<file path="src/rtl/hazard_control_unit_if.sv">
// Hazard-unit bundle: pipeline status in, stall/bubble/flush controls and status out.
// The pipeline drives through master; the hazard control unit sits on slave.
interface hazard_control_unit_if #(
  parameter int CNT_W = 16
);
  logic             ex_mem_read;
  logic [4:0]       ex_rd;
  logic [4:0]       id_rs1;
  logic [4:0]       id_rs2;
  logic             id_uses_rs1;
  logic             id_uses_rs2;
  logic             ex_muldiv_start;
  logic             muldiv_done;
  logic             ex_branch_taken;
  logic             stall_if;
  logic             stall_id;
  logic             stall_ex;
  logic             bubble_ex;
  logic             bubble_mem;
  logic             flush_id;
  logic             flush_ex;
  logic [1:0]       busy_state;
  logic [CNT_W-1:0] stall_count;

  modport master (
    output ex_mem_read, ex_rd, id_rs1, id_rs2, id_uses_rs1, id_uses_rs2,
           ex_muldiv_start, muldiv_done, ex_branch_taken,
    input  stall_if, stall_id, stall_ex, bubble_ex, bubble_mem,
           flush_id, flush_ex, busy_state, stall_count
  );

  modport slave (
    input  ex_mem_read, ex_rd, id_rs1, id_rs2, id_uses_rs1, id_uses_rs2,
           ex_muldiv_start, muldiv_done, ex_branch_taken,
    output stall_if, stall_id, stall_ex, bubble_ex, bubble_mem,
           flush_id, flush_ex, busy_state, stall_count
  );
endinterface

</file>
<file path="src/rtl/hazard_control_unit.sv">
// Pipeline hazard control: load-use stalls, multi-cycle mul/div stalls and
// post-branch flush windows, with a saturating stall-cycle counter.
module hazard_control_unit #(
  parameter int FLUSH_CYCLES = 2,
  parameter int CNT_W        = 16
) (
  input logic            clk,
  input logic            rst_n,
  hazard_control_unit_if.slave hz
);

  typedef enum logic [1:0] {
    RUN     = 2'd0,
    MULDIV  = 2'd1,
    FLUSH   = 2'd2,
    ILLEGAL = 2'd3
  } state_t;

  localparam logic [3:0]       FLUSH_RELOAD = 4'(FLUSH_CYCLES - 1);
  localparam logic [CNT_W-1:0] CNT_MAX      = '1;

  state_t           state;
  state_t           state_nxt;
  logic [3:0]       fcnt;
  logic [3:0]       fcnt_nxt;
  logic [CNT_W-1:0] stall_cnt;
  logic             load_use;
  logic             s_if, s_id, s_ex, b_ex, b_mem, f_id, f_ex;

  function automatic logic [CNT_W-1:0] sat_inc(input logic [CNT_W-1:0] v);
    return (v == CNT_MAX) ? v : v + CNT_W'(1);
  endfunction

  assign load_use = hz.ex_mem_read && (hz.ex_rd != 5'd0) &&
                    ((hz.id_uses_rs1 && (hz.id_rs1 == hz.ex_rd)) ||
                     (hz.id_uses_rs2 && (hz.id_rs2 == hz.ex_rd)));

  always_comb begin
    state_nxt = state;
    fcnt_nxt  = fcnt;
    s_if      = 1'b0;
    s_id      = 1'b0;
    s_ex      = 1'b0;
    b_ex      = 1'b0;
    b_mem     = 1'b0;
    f_id      = 1'b0;
    f_ex      = 1'b0;
    case (state)
      RUN: begin
        if (hz.ex_branch_taken) begin
          f_id = 1'b1;
          f_ex = 1'b1;
          if (FLUSH_CYCLES > 1) begin
            state_nxt = FLUSH;
            fcnt_nxt  = FLUSH_RELOAD;
          end
        end else if (hz.ex_muldiv_start) begin
          // A unit that finishes in its first cycle never needs the pipeline held.
          if (!hz.muldiv_done) begin
            s_if      = 1'b1;
            s_id      = 1'b1;
            s_ex      = 1'b1;
            b_mem     = 1'b1;
            state_nxt = MULDIV;
          end
        end else if (load_use) begin
          s_if = 1'b1;
          s_id = 1'b1;
          b_ex = 1'b1;
        end
      end
      MULDIV: begin
        if (hz.muldiv_done) begin
          state_nxt = RUN;
        end else begin
          s_if  = 1'b1;
          s_id  = 1'b1;
          s_ex  = 1'b1;
          b_mem = 1'b1;
        end
      end
      FLUSH: begin
        f_id = 1'b1;
        // A fresh redirect restarts the squash window.
        if (hz.ex_branch_taken) begin
          f_ex     = 1'b1;
          fcnt_nxt = FLUSH_RELOAD;
          if (FLUSH_CYCLES <= 1) state_nxt = RUN;
        end else if (fcnt <= 4'd1) begin
          state_nxt = RUN;
          fcnt_nxt  = 4'd0;
        end else begin
          fcnt_nxt = fcnt - 4'd1;
        end
      end
      default: begin
        state_nxt = RUN;
        fcnt_nxt  = 4'd0;
      end
    endcase
  end

  always_ff @(posedge clk or negedge rst_n) begin
    if (!rst_n) begin
      state     <= RUN;
      fcnt      <= 4'd0;
      stall_cnt <= '0;
    end else begin
      state <= state_nxt;
      fcnt  <= fcnt_nxt;
      if (s_if) stall_cnt <= sat_inc(stall_cnt);
    end
  end

  // Controls are forced low for the whole time reset is held.
  assign hz.stall_if    = rst_n & s_if;
  assign hz.stall_id    = rst_n & s_id;
  assign hz.stall_ex    = rst_n & s_ex;
  assign hz.bubble_ex   = rst_n & b_ex;
  assign hz.bubble_mem  = rst_n & b_mem;
  assign hz.flush_id    = rst_n & f_id;
  assign hz.flush_ex    = rst_n & f_ex;
  assign hz.busy_state  = state;
  assign hz.stall_count = stall_cnt;

endmodule

</file>
<file path="src/flat_wrapper.sv">
// flat-port wrapper written by rule: the top's interface ports become plain ports
module hazard_control_unit_flat 
#(
  parameter int FLUSH_CYCLES = 2,
  parameter int CNT_W        = 16
)
  (clk, rst_n, hz_ex_mem_read, hz_ex_rd, hz_id_rs1, hz_id_rs2, hz_id_uses_rs1, hz_id_uses_rs2, hz_ex_muldiv_start, hz_muldiv_done, hz_ex_branch_taken, hz_stall_if, hz_stall_id, hz_stall_ex, hz_bubble_ex, hz_bubble_mem, hz_flush_id, hz_flush_ex, hz_busy_state, hz_stall_count);
  hazard_control_unit_if #(.CNT_W(CNT_W)) hz_i ();
  input logic clk;
  input logic rst_n;
  input wire logic [$bits(hz_i.ex_mem_read)-1:0] hz_ex_mem_read;
  input wire logic [$bits(hz_i.ex_rd)-1:0] hz_ex_rd;
  input wire logic [$bits(hz_i.id_rs1)-1:0] hz_id_rs1;
  input wire logic [$bits(hz_i.id_rs2)-1:0] hz_id_rs2;
  input wire logic [$bits(hz_i.id_uses_rs1)-1:0] hz_id_uses_rs1;
  input wire logic [$bits(hz_i.id_uses_rs2)-1:0] hz_id_uses_rs2;
  input wire logic [$bits(hz_i.ex_muldiv_start)-1:0] hz_ex_muldiv_start;
  input wire logic [$bits(hz_i.muldiv_done)-1:0] hz_muldiv_done;
  input wire logic [$bits(hz_i.ex_branch_taken)-1:0] hz_ex_branch_taken;
  output wire logic [$bits(hz_i.stall_if)-1:0] hz_stall_if;
  output wire logic [$bits(hz_i.stall_id)-1:0] hz_stall_id;
  output wire logic [$bits(hz_i.stall_ex)-1:0] hz_stall_ex;
  output wire logic [$bits(hz_i.bubble_ex)-1:0] hz_bubble_ex;
  output wire logic [$bits(hz_i.bubble_mem)-1:0] hz_bubble_mem;
  output wire logic [$bits(hz_i.flush_id)-1:0] hz_flush_id;
  output wire logic [$bits(hz_i.flush_ex)-1:0] hz_flush_ex;
  output wire logic [$bits(hz_i.busy_state)-1:0] hz_busy_state;
  output wire logic [$bits(hz_i.stall_count)-1:0] hz_stall_count;
  assign hz_i.ex_mem_read = hz_ex_mem_read;
  assign hz_i.ex_rd = hz_ex_rd;
  assign hz_i.id_rs1 = hz_id_rs1;
  assign hz_i.id_rs2 = hz_id_rs2;
  assign hz_i.id_uses_rs1 = hz_id_uses_rs1;
  assign hz_i.id_uses_rs2 = hz_id_uses_rs2;
  assign hz_i.ex_muldiv_start = hz_ex_muldiv_start;
  assign hz_i.muldiv_done = hz_muldiv_done;
  assign hz_i.ex_branch_taken = hz_ex_branch_taken;
  assign hz_stall_if = hz_i.stall_if;
  assign hz_stall_id = hz_i.stall_id;
  assign hz_stall_ex = hz_i.stall_ex;
  assign hz_bubble_ex = hz_i.bubble_ex;
  assign hz_bubble_mem = hz_i.bubble_mem;
  assign hz_flush_id = hz_i.flush_id;
  assign hz_flush_ex = hz_i.flush_ex;
  assign hz_busy_state = hz_i.busy_state;
  assign hz_stall_count = hz_i.stall_count;
  hazard_control_unit #(.FLUSH_CYCLES(FLUSH_CYCLES), .CNT_W(CNT_W)) u_core (.clk(clk), .rst_n(rst_n), .hz(hz_i));
endmodule
</file>
<file path="config.mk">
export PLATFORM = sky130hd
export DESIGN_NAME = hazard_control_unit_flat
export DESIGN_NICKNAME = d
export VERILOG_FILES = /design/src/rtl/hazard_control_unit_if.sv /design/src/rtl/hazard_control_unit.sv /design/src/flat_wrapper.sv
export SDC_FILE = /design/constraint.sdc
export NUM_CORES = 1
export LEC_CHECK = 0
export BUFFER_PORTS_ARGS = -buffer_cell sky130_fd_sc_hd__buf_4
export CAP_MARGIN = 40
export CORE_ASPECT_RATIO = 0.6
export CORE_MARGIN = 1.5
export CORE_UTILIZATION = 40
export DETAILED_ROUTE_END_ITERATION = 8
export GPL_TIMING_DRIVEN = 1
export MAX_ROUTING_LAYER = met4
export PLACE_DENSITY = 0.66
export SLEW_MARGIN = 25
export SYNTH_ARGS = -nofsm -noshare
export SYNTH_HDL_FRONTEND = slang
export SYNTH_SLANG_ARGS = --single-unit
</file>
<file path="constraint.sdc">
create_clock -name clk -period 1.9 [get_ports clk]
set_input_delay 0.19 -clock clk [delete_from_list [all_inputs] [get_ports clk]]
set_output_delay 0.19 -clock clk [all_outputs]
set_load 0.01 [all_outputs]
</file>
# Yosys cells after proc, flatten, opt, wreduce, memory -nomap -nowiden
# Cells that the tools add are included.
[totals]
input_bits = 23
out_inout_bits = 25
reg_bits = 22
wordCells = 60
[classes]
n_bitwise = 7
eq_ne = 11
n_reduce_logical = 11
n_addsub = 2
muxes = 25
order_cmp = 1
[ops]
columns = ["cell", "n"]
rows = [
  ["16-bit by 1-bit adder with 16-bit output (second input constant)", 1],
  ["16-bit equality test (second input constant)", 1],
  ["2-bit 2-to-1 mux", 6],
  ["4-bit 2-to-1 mux", 3],
  ["4-bit one-hot mux with 3 select lines", 1],
  ["1-bit 2-to-1 mux", 11],
  ["5-bit equality test", 2],
  ["2-bit inequality test (second input constant)", 3],
  ["3-bit inequality test (second input constant)", 2],
  ["1-bit one-hot mux with 2 select lines", 3],
  ["2-bit one-hot mux with 3 select lines", 1],
  ["1-bit bitwise AND", 5],
  ["5-bit AND reduction", 1],
  ["5-bit nonzero test", 1],
  ["4-bit by 1-bit <= comparator with 1-bit output (second input constant)", 1],
  ["1-bit logical AND", 4],
  ["2-bit AND reduction", 2],
  ["4-bit by 1-bit subtractor with 4-bit output (second input constant)", 1],
  ["2-bit by 1-bit equality test with 1-bit output (second input constant)", 1],
  ["2-bit equality test (second input constant)", 1],
  ["2-bit logical NOT", 1],
  ["2-bit by 1-bit inequality test with 1-bit output (second input constant)", 1],
  ["1-bit inverter", 2],
  ["2-bit OR reduction", 1],
  ["1-bit logical OR", 1],
]

# Depth between registers and ports, before layout
# Gate-level depths: netlist of the first run.
[depth]
word_depth = 9
ltp_mapped = 8
ltp_nobuf = 8

# Worst setup path after synthesis of the first run
# No wires, ideal clock.
[synth_timing]
path_type = "reg-to-reg"
startpoint = "reg u_core.stall_cnt[2] (netlist: u_core.hz.stall_count[2])"
endpoint = "reg u_core.stall_cnt[10] (netlist: u_core.hz.stall_count[10])"
path_stages_with_launch = 9
synth_period_minus_slack_ps = 1811
setup_time_ps = 134
setup_slack_ps = 89
arrival_ps = 1677
cell_sequence = "dfrtp_1 > and3_1 > and3_1 > buf_6 > nand3_4 > nor3_4 > buf_6 > nor4_2 > xor2_1"
[synth_between]
elab_chain_cells = 3
word_cells_on_any_way = 4
[synth_rtl]
columns = ["element", "line_no", "source"]
rows = [
  ["start: declaration", "hazard_control_unit.sv:26", "logic [CNT_W-1:0] stall_cnt;"],
  ["start signal: assignment", "hazard_control_unit.sv:111", "if (s_if) stall_cnt <= sat_inc(stall_cnt);"],
  ["parallel branches: the longest is 3 deep, another holds 16-bit by 1-bit adder with 16-bit output", "--", ""],
]
# Parallel ways; which one is timed is not known.
# A chain may end at the register's enable or synchronous reset.

# Worst setup path in the final report of the first run
[layout_timing]
startpoint = "reg u_core.state[1] (netlist: u_core.hz.busy_state[1])"
endpoint = "out hz_stall_if"
[layout_between]
elab_chain_cells = 3
word_cells_on_any_way = 4
[layout_rtl]
columns = ["element", "line_no", "source"]
rows = [
  ["start: declaration", "hazard_control_unit.sv:22", "state_t state;"],
  ["start signal: assignment", "hazard_control_unit.sv:109", "state <= state_nxt;"],
  ["2-bit by 1-bit equality test with 1-bit output / 2-bit logical NOT (equally long branches)", "hazard_control_unit.sv:48", "case (state)"],
  ["1-bit one-hot mux with 2 select lines *", "hazard_control_unit.sv:48", ""],
  ["1-bit bitwise AND *", "hazard_control_unit.sv:116", "assign hz.stall_if = rst_n & s_if;"],
  ["end: declaration", "flat_wrapper.sv:20", "output wire logic [$bits(hz_i.stall_if)-1:0] hz_stall_if;"],
]
# Mark *: on every way between the ends. The rest lies on a longest branch, timed or not.

==> flow_summary.json, run 1 <==
{
  "outcome": "complete, no violations",
  "async_flop_share": 1.00,
  "cp_max_fo": 6,
  "port_buffers": 47,
  "crit_arrival_ns": 1.68,
  "slew-limit-headroom": 0.700,
  "slowest_delay_ns": 0.41,
  "instances_no_fill": 244,
  "wire_per_inst_um": 14.6,
  "worst_path_max_delay_cell": "dfrtp_1",
  "crit_path_end_kind": "output pin",
  "fmax_mhz": 534,
  "path_delay_family": "simple AND/OR/NAND/NOR gates",
  "min_period_over_period": 0.985,
  "clk_latency_ns": 0.26,
  "drive_above_1_share": 0.467,
  "min_path_cells": 2,
  "fin_nets": 226,
  "ant_nets": 0,
  "power_leakage_nw": 0.991,
  "cts_tree": "yes",
  "io_pins": 48,
  "multi_input_area_sq_um": 803,
  "grt_pass1_vias": 1156,
  "synth_ff_type": "dfrtp_1",
  "synth_warnings": 0,
  "synth_seq_cells": 22,
  "placed_cell_area_sq_um": 1840,
  "fin_skew_ns": 0.00412,
  "diodes": 0,
  "min_from": "hz_muldiv_done",
  "cts-buffers-inserted": 3,
  "post-place-cells": 235,
  "reg2regPathDepth": 6,
  "critPathKind": "reg -> out",
  "hold_path_class": "in -> reg",
  "die_area_sq_um": 3790,
  "fin_area_sq_um": 1990,
  "ir_drop_v": 0.000615,
  "viasPerCell": 5.01,
  "path_cells": "buf_4 -> nor3_2 -> and2_1 -> or2_4 -> buf_4",
  "p_sw_frac": 0.297,
  "clock_sinks": 22,
  "antenna_found_initial": 0,
  "cts.clk_slew.worst_paths_ns": 0.08,
  "grt_setup_unrepaired": "yes",
  "p_switching_mw": 0.461,
  "vias": 1223,
  "reg2reg_to": "u_core.hz.stall_count[12]$_DFFE_PN0P_",
  "timing.rr.start": "u_core.hz.busy_state[0]$_DFFE_PN0P_",
  "p_seq_frac": 0.375,
  "max_slew.worst_pin.slew_ns": 0.450,
  "powerDensity_nw_per_um2": 779,
  "combPwrFrac": 0.343,
  "crit_buf_inv": 2,
  "syn-num-nets": 160,
  "drt-pass1-iter-count": 4,
  "layout_commonest_cell": "buf_4",
  "period_minus_slack_ns": 1.87,
  "grt_pass1_wl_um": 5370,
  "syn_area_sq_um": 1370,
  "power.internal_mw": 1.09,
  "finalSetupViolations": 0,
  "pwr-share-clk": 0.281,
  "syn_area_per_cell_sq_um": 10.2,
  "h-tree-depth": 1,
  "fillerInstances": 291,
  "cap_violations": 0,
  "min_to": "u_core.hz.busy_state[0]$_DFFE_PN0P_",
  "start_util": 0.419,
  "drc": 0,
  "seq_area_frac_synth": 0.403,
  "cts_root_buf": "clkbuf_8",
  "cp.required_ns": 1.71,
  "post-dp-hpwl_um": 2680,
  "die_height_um": 48.3,
  "row_count": 16,
  "coreArea_sq_um": 3260,
  "clock_path_buffers": 2,
  "grt_max_degree": 27,
  "synth_edf_count": 0,
  "r2r_slack_ns": 0.10,
  "finalHoldViolations": 0,
  "overflow": 0,
  "slew_viol_final": 0,
  "synthCells": 134,
  "cp_common_cell": "buf_4",
  "drt_wl_total_um": 3560,
  "layout_common_cells": "65 x buf_4, 22 x dfrtp_1, 14 x xor2_1",
  "total_power_mw": 1.55,
  "whs_ns": 0.118,
  "drtIter0Drc": 54,
  "regArea_sq_um": 551,
  "grt_util_all_layers": 0.192,
  "ys_types": 33,
  "area_growth_pct": 45.8,
  "place_congestion": 0.866,
  "setup_tns_ns": 0,
  "die_w_um": 78.5,
  "worstSetupStartpointType": "flip-flop"
}
[cells by family (layout without fill, tap and decap cells)]
logic type	Yosys count	count (layout)	synth area share
buf+inv	9	74	0.0439
fa+ha+maj	3	3	0.0275
simple gates	62	62	0.295
mux	2	2	0.0192
flops	22	22	0.403
compound gates	12	12	0.0586
xor+xnor	24	24	0.154
[power by group through the flow]
stage / registers [mW] / clock network (mW) / logic (mW)
after floorplan: 0.646 / 0 / 0.173
after global placement: 0.584 / 0 / 0.491
after detailed placement: 0.589 / 0 / 0.508
after CTS: 0.580 / 0.449 / 0.513
after global routing: 0.593 / 0.471 / 0.575
final: 0.583 / 0.437 / 0.534
[synthesized netlist by cell type, drive strengths merged, types with 2 or more instances]
cell / n / area share
a21oi: 4 / 0.020
nand4: 3 / 0.014
mux2: 2 / 0.019
ha: 3 / 0.027
inv: 4 / 0.011
and3: 6 / 0.027
nand2: 10 / 0.027
nand3: 12 / 0.053
o21ai: 4 / 0.015
xor2: 14 / 0.090
buf: 5 / 0.033
dfrtp: 22 / 0.40
nor2: 5 / 0.016
xnor2: 10 / 0.064
nor3: 13 / 0.089
nand2b: 3 / 0.014
nor3b: 2 / 0.011
and2: 2 / 0.0091
nor4: 4 / 0.023
[cell type report]
class | count | share of cell area
timing repair buffer | 66 | 0.250
multi-input combinational | 103 | 0.403
sequential | 22 | 0.276
inverter | 4 | 0.00753
clock inverter | 1 | 0.0151
clock buffer | 3 | 0.0207
tap | 45 | 0.0282
[worst register-to-register path: stages, from the launching register on]
cell and delay [ns]:
dfrtp_1 0.42, nor4_2 0.23, nand2_1 0.11, a21oi_2 0.19, a21oi_4 0.16, nor3b_2 0.23
mux2_2 0.35
[metal layers]
| metal | vias to the layer above | share of wire | GRT usage |
|---|---|---|---|
| li1 | 600 | - | - |
| met1 | 600 | 0.47 | 0.247 |
| met2 | 23 | 0.50 | 0.327 |
| met3 | 0 | 0.034 | 0.0467 |
| met4 | 0 | 0 | 0.0214 |
| met5 | - | 0 | - |
[flip-flops by register name, summed over array words and instances, names as in the netlist]
name / flops
u_core.hz.stall_count: 16
u_core.fcnt: 4
u_core.hz.busy_state: 2
[stage by stage]
step / setup WS [ns] / util
global route: -0.0588 / 0.611
finish: 0.0289 / 0.611
CTS: 0.00107 / 0.588
floorplan: 0.0893 / -
global placement: 0.0350 / 0.563
detailed placement: 0.0194 / 0.563
[timing repair]
item / CTS / global route
gates resized for setup: 0 / 8
buffers inserted: 0 / 4
hold endpoints to repair: 22 / 0
hold buffers: 1 / 0
setup endpoints to repair: 0 / 17
[worst max path at each step]
| stage | from | endpoint | slack (ns) | cells after the start |
|---|---|---|---|---|
| 3_3_place_gp | u_core.hz.busy_state[1]$_DFFE_PN0P_ | u_core.hz.stall_count[12]$_DFFE_PN0P_ | 0.03 | 5 |
| 2_1_floorplan | u_core.hz.stall_count[2]$_DFFE_PN0P_ | u_core.hz.stall_count[10]$_DFFE_PN0P_ | 0.09 | 8 |
| 3_5_place_dp | u_core.hz.busy_state[1]$_DFFE_PN0P_ | u_core.hz.stall_count[12]$_DFFE_PN0P_ | 0.02 | 5 |
| 4_1_cts | u_core.hz.busy_state[1]$_DFFE_PN0P_ | u_core.hz.stall_count[12]$_DFFE_PN0P_ | 0.001 | 5 |
| 6_report | u_core.hz.busy_state[1]$_DFFE_PN0P_ | hz_stall_if | 0.03 | 5 |
| 5_1_grt | u_core.hz.busy_state[1]$_DFFE_PN0P_ | hz_stall_id | -0.06 | 5 |
(Power assumes the default switching activity.)
==> inputs of run 2 (changes only) <==
CORE_UTILIZATION = 49   (was 40)
PLACE_DENSITY = 0.79   (was 0.66)
==> run 2 against run 1 <==
The flow now finishes with violations (setup timing). First-iteration DRC count increased by 3.7%. Via count increased by 6.2%. Critical path type unchanged. Clock skew up 0.0040 ns. Maximum frequency shrank 2.9%. Sequential power rose by 2%. Cell count fell by 6.1%. Sequential share of layout area rose by 0.22 points. Sequential cell count unchanged. Clock power increased by 3%.
==> flow_summary.json, run 2 (synthesis results as in run 1) <==
{
  "period_minus_slack_ns": 1.93,
  "io_pins": 48,
  "grt_max_degree": 27,
  "total_power_mw": 1.59,
  "grt_pass1_vias": 1170,
  "cp_max_fo": 4,
  "start_util": 0.531,
  "place_congestion": 0.823,
  "cts_tree": "yes",
  "power.internal_mw": 1.09,
  "drtIter0Drc": 56,
  "power_leakage_nw": 0.972,
  "grt_util_all_layers": 0.248,
  "grt_pass1_wl_um": 5740,
  "drt_wl_total_um": 3970,
  "violations": "setup timing",
  "clock_path_buffers": 2,
  "hold_path_class": "in -> reg",
  "clock_sinks": 22,
  "largest_register_ffs": 16,
  "post-dp-hpwl_um": 2690,
  "r2r_slack_ns": 0,
  "area_growth_pct": 45.0,
  "reg2regPathDepth": 7,
  "layout_commonest_cell": "buf_4",
  "drc": 0,
  "setup_tns_ns": -0.0516,
  "layout_common_cells": "60 x buf_4, 21 x dfrtp_1, 14 x xor2_1",
  "cts-buffers-inserted": 3,
  "finalHoldViolations": 0,
  "finalSetupViolations": 3,
  "max_slew.worst_pin.slew_ns": 0.388,
  "crit_path_end_kind": "output pin",
  "h-tree-depth": 1,
  "grt_setup_unrepaired": "yes",
  "outcome": "finished, violations left",
  "p_switching_mw": 0.501,
  "ir_drop_v": 0.000659,
  "min_to": "u_core.hz.busy_state[1]$_DFFE_PN0P_",
  "drive_above_1_share": 0.472,
  "wire_per_inst_um": 17.3,
  "ant_nets": 0,
  "slew-limit-headroom": 0.739,
  "row_count": 14,
  "slew_viol_final": 0,
  "powerDensity_nw_per_um2": 803,
  "min_path_cells": 3,
  "coreArea_sq_um": 2570,
  "cap_violations": 0,
  "crit_arrival_ns": 1.74,
  "reg2reg_to": "u_core.hz.stall_count[10]$_DFFE_PN0P_",
  "die_w_um": 71.2,
  "viasPerCell": 5.67,
  "finalWorstSetupSlack_ns": -0.0264,
  "cts.clk_slew.worst_paths_ns": 0.09,
  "fin_nets": 224,
  "port_buffers": 47,
  "die_height_um": 43.9,
  "die_area_sq_um": 3130,
  "overflow": 0,
  "fin_skew_ns": 0.00811,
  "vias": 1299,
  "min_from": "hz_ex_branch_taken",
  "drt-pass1-iter-count": 4,
  "min_period_over_period": 1.01,
  "antenna_found_initial": 0,
  "worstSetupStartpointType": "flip-flop",
  "diodes": 0,
  "critPathKind": "reg -> out",
  "clk_latency_ns": 0.27,
  "p_sw_frac": 0.315,
  "cp.required_ns": 1.71,
  "fmax_mhz": 519,
  "combPwrFrac": 0.344,
  "timing.rr.start": "u_core.hz.busy_state[0]$_DFFE_PN0P_",
  "pwr-share-clk": 0.282,
  "p_seq_frac": 0.374,
  "cts_root_buf": "clkbuf_8"
}
## run 2: power by group through the flow
stage	logic, mW	registers (mW)	clock network [mW]
CTS	0.515	0.590	0.447
floorplan	0.173	0.646	0
finish	0.548	0.596	0.449
global placement	0.492	0.583	0
global route	0.596	0.602	0.466
detailed placement	0.509	0.595	0
## run 2: critical path, cell delays in order (launching register included)
cell	delay [ns]
dfrtp_1	0.43
nor4_2	0.29
nand2_1	0.10
a21oi_2	0.19
and3_1	0.21
or2_2	0.13
buf_4	0.12
## run 2: what timing repair did
action	4_1_cts	5_1_grt
buffers inserted	0	4
resized for setup	0	14
endpoints found under the setup margin	1	18
hold buffers	1	0
pin swaps	1	3
endpoints found under the hold margin	22	0
gates cloned	0	0
## run 2: per-layer routing
metal	wire, um	vias up	GRT usage	share of wire
met5	0	-	-	0
met4	47	0	0.0491	0.012
met3	245	9	0.0628	0.062
met2	2050	50	0.385	0.52
met1	1620	644	0.334	0.41
li1	-	596	-	-
## run 2: final cells by class
type                            count  area (sq um)
Sequential cell                    22           552
Multi-Input combinational cell    103           811
Fill cell                         171           592
Clock buffer                        3          41.3
Clock inverter                      1          30.0
Inverter                            4          15.0
Timing Repair Buffer               64           494
Tap cell                           32          40.0
## run 2: worst max-delay path by stage
stage                                       endpoint  cells after the start  slack (ns)                                 start
2_1_floorplan  u_core.hz.stall_count[10]$_DFFE_PN0P_                      8        0.09  u_core.hz.stall_count[2]$_DFFE_PN0P_
3_3_place_gp    u_core.hz.stall_count[2]$_DFFE_PN0P_                      7        0.08  u_core.hz.stall_count[4]$_DFFE_PN0P_
3_5_place_dp   u_core.hz.stall_count[12]$_DFFE_PN0P_                      7      -0.005                           hz_ex_rd[1]
4_1_cts         u_core.hz.stall_count[2]$_DFFE_PN0P_                      7       0.006  u_core.hz.stall_count[4]$_DFFE_PN0P_
5_1_grt        u_core.hz.stall_count[10]$_DFFE_PN0P_                      7       -0.13   u_core.hz.busy_state[0]$_DFFE_PN0P_
6_report                                 hz_stall_if                      6       -0.03   u_core.hz.busy_state[0]$_DFFE_PN0P_
## run 2: stage by stage
stage | cell area [sq um] | hold WS (ns) | setup WS, ns | cells | utilization
final | 1980 | 0.195 | -0.0264 | 229 | 0.770
after global routing | 1980 | 0.216 | -0.128 | 229 | 0.770
after CTS | 1890 | 0.189 | 0.00649 | 225 | 0.733
after detailed placement | 1810 | 0.113 | -0.00503 | 220 | 0.701
after global placement | 1810 | 0.105 | 0.0780 | 220 | 0.701
after floorplan | 1370 | -0.106 | 0.0893 | 134 | -
==> inputs of run 3 (changes only) <==
--- a/config.mk
+++ b/config.mk
@@ -10,3 +10,3 @@
 export CORE_ASPECT_RATIO = 0.6
-export CORE_MARGIN = 1.5
+export CORE_MARGIN = 4
 export CORE_UTILIZATION = 49
==> constraint.sdc (replaced) <==
create_clock -name clk -period 1.9 [get_ports clk]
set_input_delay 0.285 -clock clk [delete_from_list [all_inputs] [get_ports clk]]
set_output_delay 0.285 -clock clk [all_outputs]
set_load 0.01 [all_outputs]
==> run 3 against run 2 <==
The flow now finishes without violations. Sequential power is 3% lower. First-iteration DRC count stayed put. Maximum frequency is 1.4% higher. Global-route usage is 6.3 points lower. Design area is 4.4% lower. Core utilization is 3.4 points lower.
==> flow_summary.json, run 3 (synthesis results as in run 1) <==
{
  "drtIter0Drc": 56,
  "drive_above_1_share": 0.448,
  "finalSetupViolations": 0,
  "fin_skew_ns": 0.00430,
  "port_buffers": 47,
  "overflow": 0,
  "max_slew.worst_pin.slew_ns": 0.587,
  "total_power_mw": 1.44,
  "slowest_delay_ns": 0.42,
  "cts.clk_slew.worst_paths_ns": 0.08,
  "min_period_over_period": 1.00,
  "die_area_sq_um": 3730,
  "row_count": 14,
  "powerDensity_nw_per_um2": 759,
  "viasPerCell": 5.36,
  "crit_arrival_ns": 1.61,
  "worst_path_max_delay_cell": "nor3_1",
  "layout_common_cells": "57 x buf_4, 22 x dfrtp_1, 14 x xor2_1",
  "critPathKind": "reg -> out",
  "grt_max_degree": 23,
  "outcome": "complete, no violations",
  "drt_wl_total_um": 3440,
  "h-tree-depth": 1,
  "cp_max_fo": 3,
  "coreArea_sq_um": 2570,
  "grt_pass1_vias": 1192,
  "clock_sinks": 22,
  "worstSetupStartpointType": "flip-flop",
  "layout_commonest_cell": "buf_4",
  "finalHoldViolations": 0,
  "r2r_slack_ns": 0.10,
  "drt-met1-wl_um": 1560,
  "cap_violations": 0,
  "path_delay_family": "simple AND/OR/NAND/NOR gates",
  "combPwrFrac": 0.358,
  "start_util": 0.531,
  "die_height_um": 48.9,
  "period_minus_slack_ns": 1.90,
  "cp.required_ns": 1.62,
  "timing.rr.start": "u_core.hz.busy_state[0]$_DFFE_PN0P_",
  "wire_per_inst_um": 15.4,
  "wl_met2_um": 1730,
  "clock_path_buffers": 2,
  "vias": 1201,
  "io_pins": 48,
  "power_leakage_nw": 0.947,
  "largest_register_ffs": 16,
  "wl_met3_um": 133,
  "path_cells": "nor3_1 -> and2_1 -> or2_4 -> buf_4",
  "post-dp-hpwl_um": 2610,
  "p_switching_mw": 0.452,
  "diodes": 0,
  "grt_setup_unrepaired": "yes",
  "grt_pass1_wl_um": 5500,
  "power.internal_mw": 0.986,
  "cts_tree": "yes",
  "p_sw_frac": 0.315,
  "fmax_mhz": 526,
  "place_congestion": 0.905,
  "grt_util_all_layers": 0.185,
  "setup_tns_ns": 0,
  "cts_root_buf": "clkbuf_8",
  "slew_viol_final": 0,
  "clk_latency_ns": 0.26,
  "cp-startpoint": "u_core.hz.busy_state[1]$_DFFE_PN0P_",
  "crit_path_end_kind": "output pin",
  "fin_nets": 219,
  "hold_path_class": "in -> async",
  "ir_drop_v": 0.000652,
  "die_w_um": 76.2,
  "antenna_found_initial": 0,
  "cts-buffers-inserted": 3,
  "dr.max_layer_used": "met4",
  "area_growth_pct": 38.6,
  "fin_util": 0.736,
  "crit_buf_inv": 1,
  "p_seq_frac": 0.403,
  "pwr-share-clk": 0.239,
  "drt-pass1-iter-count": 4,
  "slew-limit-headroom": 0.609,
  "whs_ns": 0.116,
  "drc": 0,
  "ant_nets": 0
}
==> run 3: cell count changes in the layout (fill, tap and decap cells not counted), sizes merged <==
cell / delta
clkbuf: +1
bufinv: -1
buf: -4
dlygate4sd3: -1
==> run 3: final timing paths <==
path / endpoint / cells after the start
max: hz_stall_if / 4
min: u_core.hz.stall_count[11]$_DFFE_PN0P_ / 2
max reg2reg: u_core.hz.stall_count[12]$_DFFE_PN0P_ / 6
min reg2reg: u_core.hz.stall_count[15]$_DFFE_PN0P_ / 1
max in group asynchronous: u_core.hz.busy_state[1]$_DFFE_PN0P_ / 2
min in group clk: u_core.hz.busy_state[0]$_DFFE_PN0P_ / 2
==> run 3: repair_timing <==
action                                  CTS  global route
gates resized for setup                   1             6
pin swaps                                 2             1
hold buffers                              1             0
endpoints found under the setup margin    3            13
gates cloned                              0             0
buffers inserted                          0             1
endpoints found under the hold margin    22             0
==> run 3: worst reg2reg max path, cell delays in order (launching register included) <==
cell,delay (ns)
dfrtp_1,0.41
nor4_2,0.22
nand2_1,0.11
a21oi_2,0.15
a21oi_2,0.17
nor3b_2,0.27
mux2_2,0.35
==> run 3: cell type report <==
type | count | area, sq um
multi-input combinational | 103 | 791
fill | 188 | 679
sequential | 22 | 551
timing repair buffer | 59 | 444
clock buffer | 4 | 55.1
tap | 32 | 40.0
inverter | 4 | 15.0
==> run 3: power by group through the flow <==
stage	clock (mW)	sequential (mW)	combinational (mW)
final	0.344	0.579	0.515
after global routing	0.373	0.589	0.563
after CTS	0.350	0.579	0.512
after detailed placement	0	0.588	0.505
after global placement	0	0.584	0.491
after floorplan	0	0.646	0.173
==> run 3: per-layer routing <==
metal | GRT usage | vias to the layer above
li1 | - | 583
met1 | 0.235 | 592
met2 | 0.301 | 24
met3 | 0.0443 | 2
met4 | 0.0407 | 0
met5 | - | -
==> run 3: through the flow <==
stage / cell area (sq um) / setup slack (ns) / cells
2_1_floorplan: 1370 / 0.0893 / 134
3_5_place_dp: 1790 / -0.0644 / 218
6_report: 1900 / 0.000545 / 224
5_1_grt: 1900 / -0.0932 / 224
4_1_cts: 1860 / 0.00193 / 223
3_3_place_gp: 1790 / -0.00269 / 218
